$ cat src/rtl/seven_seg_capture.sv
// -----------------------------------------------------------------------------
// seven_seg_capture
//
// Receive-side counterpart of the four-digit multiplexed seven-segment driver.
// Watches the scanned DIGS/SEGS bus, waits for each {DIGS,SEGS} pair to settle,
// decodes the segment pattern back to a BCD nibble and collects the four digits
// into a shadow frame. Once every digit has been seen, the frame is committed to
// the outputs together with a one-cycle valid pulse.
//
// Ports:
//   clk     system clock
//   reset   asynchronous, active-low reset
//   DIGS    digit enables, one-hot, bit n = digit n
//   SEGS    [7] = dot, [6:0] = segments a..g (a = bit 6)
//   BCD     reconstructed digits, digit n in BCD[4n+3:4n]
//   DOT     reconstructed dot per digit
//   BI      1 when the last committed frame was fully blank (dots included)
//   valid   one-cycle pulse when a frame is committed
//   err     per-digit invalid-pattern flag of the committed frame
//   stale   no frame committed for TIMEOUT clocks
// -----------------------------------------------------------------------------
module seven_seg_capture #(
    parameter int STABLE_CNT = 16,
    parameter int TIMEOUT    = 200000
) (
    input  logic        clk,
    input  logic        reset,
    input  logic [3:0]  DIGS,
    input  logic [7:0]  SEGS,
    output logic [15:0] BCD,
    output logic [3:0]  DOT,
    output logic        BI,
    output logic        valid,
    output logic [3:0]  err,
    output logic        stale
);

    localparam int CW = $clog2(STABLE_CNT + 1);
    localparam int TW = $clog2(TIMEOUT + 1);
    localparam logic [CW-1:0] CNT_MAX     = CW'(STABLE_CNT);
    localparam logic [CW-1:0] CNT_CAPTURE = CW'(STABLE_CNT - 1);
    localparam logic [TW-1:0] TMO_MAX     = TW'(TIMEOUT);

    logic [11:0]   s_reg;
    logic [3:0]    s_digs;
    logic [7:0]    s_segs;
    logic [CW-1:0] stable_cnt;
    logic          capture;
    logic          commit;
    logic [1:0]    digit_idx;
    logic [3:0]    dec_nibble;
    logic          dec_err;
    logic [3:0]    seen;
    logic [15:0]   shadow_bcd;
    logic [3:0]    shadow_dot;
    logic [3:0]    shadow_err;
    logic [3:0]    shadow_blank;
    logic [TW-1:0] tmo_cnt;

    assign s_digs = s_reg[11:8];
    assign s_segs = s_reg[7:0];

    // Input register and stability counter. The incoming pair is compared with
    // the registered copy, so the counter restarts in the same edge that s_reg
    // takes a new value and always describes how long s_reg has been steady.
    always_ff @(posedge clk or negedge reset) begin
        if (!reset) begin
            s_reg      <= '0;
            stable_cnt <= '0;
        end else begin
            s_reg <= {DIGS, SEGS};
            if ({DIGS, SEGS} != s_reg) begin
                stable_cnt <= '0;
            end else if (stable_cnt != CNT_MAX) begin
                stable_cnt <= stable_cnt + CW'(1);
            end
        end
    end

    // The counter passes through STABLE_CNT-1 exactly once per stable period
    // because it saturates one step later, giving a single capture per period.
    // Idle (no digit) or overlapping enables are silently ignored.
    assign capture = (stable_cnt == CNT_CAPTURE) && $onehot(s_digs);
    assign commit  = (seen == 4'b1111);

    // One-hot digit enable to slot index.
    always_comb begin
        digit_idx = 2'd0;
        case (s_digs)
            4'b0010: digit_idx = 2'd1;
            4'b0100: digit_idx = 2'd2;
            4'b1000: digit_idx = 2'd3;
            default: digit_idx = 2'd0;
        endcase
    end

    // Segment pattern to BCD. A dark digit decodes to F without an error so a
    // blanked display is distinguishable from a corrupted one.
    always_comb begin
        dec_nibble = 4'hF;
        dec_err    = 1'b0;
        case (s_segs[6:0])
            7'h7E:   dec_nibble = 4'd0;
            7'h30:   dec_nibble = 4'd1;
            7'h6D:   dec_nibble = 4'd2;
            7'h79:   dec_nibble = 4'd3;
            7'h33:   dec_nibble = 4'd4;
            7'h5B:   dec_nibble = 4'd5;
            7'h5F:   dec_nibble = 4'd6;
            7'h70:   dec_nibble = 4'd7;
            7'h7F:   dec_nibble = 4'd8;
            7'h7B:   dec_nibble = 4'd9;
            7'h00:   dec_nibble = 4'hF;
            default: dec_err    = 1'b1;
        endcase
    end

    // Shadow frame and seen mask. A digit captured again before the frame is
    // complete simply overwrites its slot. A capture landing on the commit edge
    // starts the next frame instead of being dropped.
    always_ff @(posedge clk or negedge reset) begin
        if (!reset) begin
            shadow_bcd   <= '0;
            shadow_dot   <= '0;
            shadow_err   <= '0;
            shadow_blank <= '0;
            seen         <= '0;
        end else begin
            if (capture) begin
                shadow_bcd[{digit_idx, 2'b00} +: 4] <= dec_nibble;
                shadow_dot[digit_idx]               <= s_segs[7];
                shadow_err[digit_idx]               <= dec_err;
                shadow_blank[digit_idx]             <= (s_segs == 8'h00);
            end
            if (commit) begin
                seen <= capture ? s_digs : 4'b0000;
            end else if (capture) begin
                seen <= seen | s_digs;
            end
        end
    end

    // Committed frame. Outputs only change on a commit and hold otherwise.
    always_ff @(posedge clk or negedge reset) begin
        if (!reset) begin
            BCD   <= 16'h0000;
            DOT   <= '0;
            err   <= '0;
            BI    <= 1'b0;
            valid <= 1'b0;
        end else begin
            valid <= commit;
            if (commit) begin
                BCD <= shadow_bcd;
                DOT <= shadow_dot;
                err <= shadow_err;
                BI  <= &shadow_blank;
            end
        end
    end

    // Scan watchdog. Cleared on the commit edge so stale is already low in the
    // cycle that valid is high.
    always_ff @(posedge clk or negedge reset) begin
        if (!reset) begin
            tmo_cnt <= '0;
        end else if (commit) begin
            tmo_cnt <= '0;
        end else if (tmo_cnt != TMO_MAX) begin
            tmo_cnt <= tmo_cnt + TW'(1);
        end
    end

    assign stale = (tmo_cnt == TMO_MAX);

endmodule

$ cat config.mk
export PLATFORM = sky130hd
export DESIGN_NAME = seven_seg_capture
export DESIGN_NICKNAME = d
export VERILOG_FILES = /design/src/rtl/seven_seg_capture.sv
export SDC_FILE = /design/constraint.sdc
export NUM_CORES = 1
export LEC_CHECK = 0
export ABC_AREA = 0
export CORE_MARGIN = 1
export CORE_UTILIZATION = 60
export DETAILED_ROUTE_END_ITERATION = 8
export PLACE_DENSITY = 0.84
export SETUP_SLACK_MARGIN = 0.15
export SLEW_MARGIN = 20
export SYNTH_ARGS = -nofsm -noshare
export SYNTH_HDL_FRONTEND = slang
export SYNTH_SLANG_ARGS = --single-unit
$ cat constraint.sdc
create_clock -name clk -period 7.3 [get_ports clk]
set_input_delay 1.825 -clock clk [delete_from_list [all_inputs] [get_ports clk]]
set_output_delay 1.825 -clock clk [all_outputs]
set_load 0.005 [all_outputs]
# == Word level (Yosys, flattened, before mapping) ==
# Index checks and enable logic that the tools add are counted.
# W data, S select, Z words.
# op_classes
n_addsub,6
order_cmp,2
n_eq_ne,20
n_shift,2
muxes,16
n_bitwise,1
reduce_logical,9
# ops
operator,count
$eq A7 B7 Y1 const B,8
$pmux W4 S10,1
$mux W18,2
$add A18 B1 Y18 const B,1
$eq A18 B18 Y1 const B,1
$ne A18 B18 Y1 const B,1
$bwmux W16,1
$shift A4 B6 Y16 const A,1
$shiftx A4 B6 Y16,1
$eq A7 B6 Y1 const B,2
$bwmux W4,3
$mux W4,3
$ne A12 B12 Y1,1
$reduce_or A11 Y1,1
$mux W5,2
$eq A4 B4 Y1 const B,2
$logic_not A8 Y1,1
$logic_not A7 Y1,1
$neg A4 Y6,1
$pmux W2 S3,1
$reduce_bool A2 Y1,3
$add A5 B1 Y5 const B,1
$eq A5 B4 Y1 const B,1
$ne A5 B5 Y1 const B,1
other kinds (12),15
# totals
reg_bits,93
input_bits,14
output_inout_bits,27
word_cells,69

# == Longest topological paths before layout ==
# depth
word_depth,7
depth_mapped,11
depth_no_buf,10

# == Worst setup path after synthesis ==
# OpenSTA, ideal clock, no wires.
# synth_timing
path_type,register -> output
start,register tmo_cnt[9]
end,output port stale
arrival_time_ns,1.053
t_required_ns,5.475
setup_slack_ns,4.422
path_stages_with_launch,4
n_path_buf,0
cell_sequence,dfrtp_1 > nor4b_1 > nand4b_1 > nor2_1
# synth_via
elab_chain_len,1
# synth_lines
element,line,source
from (decl),58,logic [TW-1:0] tmo_cnt;
from (signal assigned),170,tmo_cnt <= tmo_cnt + TW'(1);
$eq A18 B18 Y1,174,assign stale = (tmo_cnt == TMO_MAX);
to (decl),35,output logic stale
# No other way between the ends.

# == Final worst setup path ==
# layout_timing
start,register tmo_cnt[14]
end,output port stale
# Same word-level chain as after synthesis.

==> run_results.csv <==
group,metric,value,unit
outcome,status,"finished clean",
logic_synthesis,synth_top_area_share,52.4,%
layout,post-route-util,70.6,%
layout,drive_gt1_share,9.22,%
setup_path,crit_type,"reg2out",
clock_network,clk_pin_slew_worst_paths,0.09,ns
logic_synthesis,ys_ff_latch,93,
routing,detail_route.wl_per_cell,15.7,um
layout,top_regs,"tmo_cnt x18, BCD x16, shadow_bcd x16",
power_and_ir_drop,p_leak,2.34,nW
layout,antennaDiodeCount,0,
logic_synthesis,synthTopCellsByArea,"dfrtp_1 (52%), nand2_1 (9.0%), xor2_1 (4.3%), ha_1 (3.7%), o21ai_0 (2.1%)",
clock_network,numCtsBuffers,9,
setup_path,critical-path-top-delay-family,"simple AND/OR/NAND/NOR gates",
global_route,grt_overflow_total,0,
floorplan,die-height,88.1,um
logic_synthesis,yosys.area.top_type,"dfrtp_1",
layout,n_fill_cell,550,
sta,layout_worst_path_cycle_share,53.2,%
floorplan,initial_core_util,61.6,%
routing,dr.first_iter.drc_count,348,
layout,nNetsFinal,500,
routing,via_count,3352,
sta,worst_pin_slew,0.800,ns
sta,whs,0.475,ns
clock_network,clock_latency,0.36,ns
sta,tns,0,ns
sta,fmax,258,MHz
sta,rsz0062_at_grt,"no",
sta,period_needed,3.88,ns
setup_path,worstPathArrival,2.06,ns
power_and_ir_drop,switching_share,23.4,%
clock_network,cts-htree-levels,3,
power_and_ir_drop,p_switching,0.000224,W
power_and_ir_drop,pwr-share-seq,55.1,%
power_and_ir_drop,powerDensity,187,mW/mm^2
setup_path,cp_cell_sequence,"nor4b_1, nand4b_1, nor2_1, clkdlybuf4s50_1",
sta,hold_viol_final,0,
placed_design,dp.cells,560,
clock_network,cts_hold_buf,0,
clock_network,clockRootBuffer,"clkbuf_8",
power_and_ir_drop,peakVddDrop,0.142,mV
clock_network,post_cts_resized,0,
placed_design,gp_congestion,0.855,
global_route,use_met2,43.0,%
power_and_ir_drop,clkPwrFrac,40.0,%
logic_synthesis,synth-edff-count,0,
layout,areaGrowthSynthToFinish,14.6,%
layout,largest-register,"tmo_cnt",
power_and_ir_drop,p_int,0.000731,W
placed_design,io_buffers,40,
global_route,grt_max_degree,53,
setup_path,cp.required,5.48,ns
floorplan,core,0.00721,mm^2
clock_network,cts_tree,"yes",
logic_synthesis,yosysWarnings,0,
setup_path,critical_path_buf_inv_count,1,
clock_network,numClockSinks,93,
logic_synthesis,avgSynthCellArea,10.1,um^2
logic_synthesis,synth_nets,466,
routing,via_per_inst,5.82,
global_route,grt.total_usage,25.3,%
logic_synthesis,synthArstFlopShare,100,%
setup_path,path_max_fanout,5,
setup_path,cp-end-kind,"primary output",
sta,setup_viol,0,
clock_network,post_cts_buffers,0,
flow_run,maxCapViolations,0,
logic_synthesis,synthCells,438,
logic_synthesis,syn_area,0.00444,mm^2
setup_path,crit_path_start_kind,"register",
global_route,use_met3,5.37,%
global_route,grt_pass1_vias,3219,
floorplan,die-area,0.00776,mm^2
global_route,use_met1,31.7,%
routing,drc_errors,0,
power_and_ir_drop,p_total,0.000955,W
setup_path,cpMaxStageDelayCell,"clkdlybuf4s50_1",
clock_network,ctsLongestPathBuffers,2,
floorplan,pin_count,41,
floorplan,row_count,31,
logic_synthesis,yosysSeqAreaShare,52.4,%
layout,finalNonFillerCells,576,
sta,clock-skew-final,0.0109,ns
setup_path,slowest_delay,0.50,ns
floorplan,die_width,88.1,um
routing,dr.pass1.iters,5,
sta,slew_violations,0,
logic_synthesis,ys.flop_type,"dfrtp_1",
placed_design,hpwl,6250,um
worst_hold_path,hold_class,"reg2reg",
logic_synthesis,ys_types,54,
global_route,antenna_found_initial,0,
sta,slew_headroom,46.0,%
routing,drtAntennaViolNets,0,
layout,largest_reg_flops,18,
global_route,grt_pass1_wl,14900,um
power_and_ir_drop,combPwrFrac,4.9,%
routing,totalWireLength,9050,um
global_route,grt_most_used_layer,"met2",
area by class of cell:
class,instances,area (um^2),area share (%)
clock inverter,7,98.8,1.94
multi-input combinational,309,1940,38.2
sequential,93,2330,45.7
tap,99,124,2.43
inverter,17,63.8,1.25
clock buffer,9,124,2.43
timing repair buffer,42,413,8.10
layer usage:
metal | share of wire (%) | vias up | routed length (um)
li1 | - | 1582 | -
met1 | 43 | 1635 | 3900
met2 | 50 | 112 | 4510
met3 | 4.7 | 23 | 424
met4 | 2.3 | 0 | 207
met5 | 0 | - | 0
final timing paths:
path | from | to | slack [ns] | cells after the start
worst max-delay path | tmo_cnt[14] | stale | 3.42 | 4
max in group asynchronous | reset | err[2] | 4.83 | 2
min in group asynchronous | reset | tmo_cnt[17] | 1.43 | 1
worst min register to register | shadow_dot[0] | DOT[0] | 0.48 | 2
worst min-delay path | shadow_dot[0] | DOT[0] | 0.48 | 2
worst max register to register | s_reg[11] | shadow_bcd[2] | 4.01 | 9
cell usage in the layout (no fill, tap or decap), types with 2 or more instances in the layout:
master and count:
nand2_1 106, dfrtp_1 93, clkdlybuf4s50_1 39, xor2_1 22
o21ai_0 19, nor2_1 18, inv_1 16, ha_1 13
nand3_1 12, nand4_1 10, nor4_1 9, clkbuf_8 9
a21oi_1 8, mux2_2 8, xnor2_1 7, nor3_1 6
o21ai_2 6, or3_1 5, o41ai_1 5, o21ai_1 4
o211ai_1 4, a32oi_1 4, a22oi_1 4, and3_1 3
mux2i_1 3, nand3b_1 3, and4_1 3, buf_4 3
nand4b_1 2, nor4b_1 2, or3b_2 2, a2111oi_2 2
bufinv_16 2, clkinv_4 2
cells in the mapped netlist (8+ instances only):
cell type  instances
nand2_1          106
dfrtp_1           93
xor2_1            22
o21ai_0           19
nor2_1            18
inv_1             16
ha_1              13
nand3_1           12
clkbuf_1          10
nand4_1           10
nor4_1             9
a21oi_1            8
mux2_2             8
cell families (layout without fill, tap and decap cells):
logic type | count (synthesis) | after routing | synth area share, %
adder cells (fa/ha/maj) | 14 | 14 | 4.11
buffers and inverters | 36 | 75 | 3.89
AO/OA/AOI/OAI | 62 | 62 | 9.94
XOR/XNOR | 29 | 29 | 5.72
flip-flops | 93 | 93 | 52.4
multiplexers | 12 | 12 | 3.04
AND/OR/NAND/NOR | 192 | 192 | 20.9
metrics by stage:
| stage | instance area [um^2] | setup slack, ns |
|---|---|---|
| final | 5090 | 3.42 |
| after global routing | 5090 | 3.23 |
| after CTS | 5090 | 3.42 |
| after detailed placement | 4870 | 3.82 |
| after global placement | 4870 | 3.84 |
| after floorplan | 4440 | 4.42 |
power by group through the flow:
stage,combinational (W),clock [W],sequential (W)
floorplan,0.0000307,0,0.000530
global placement,0.0000450,0,0.000536
detailed placement,0.0000470,0,0.000536
CTS,0.0000473,0.000387,0.000526
global route,0.0000529,0.000409,0.000527
finish,0.0000468,0.000382,0.000526
worst reg2reg max path: cells and delay by family (launching register included):
family | cells | cell delay (ns)
adders and majority gates | 3 | 0.95
and+or+nand+nor | 3 | 1.43
buffers and inverters | 2 | 0.17
DFF | 1 | 0.49
AOI/OAI and AO/OA | 1 | 0.16
No activity file was read; power rests on OpenSTA's default activity.
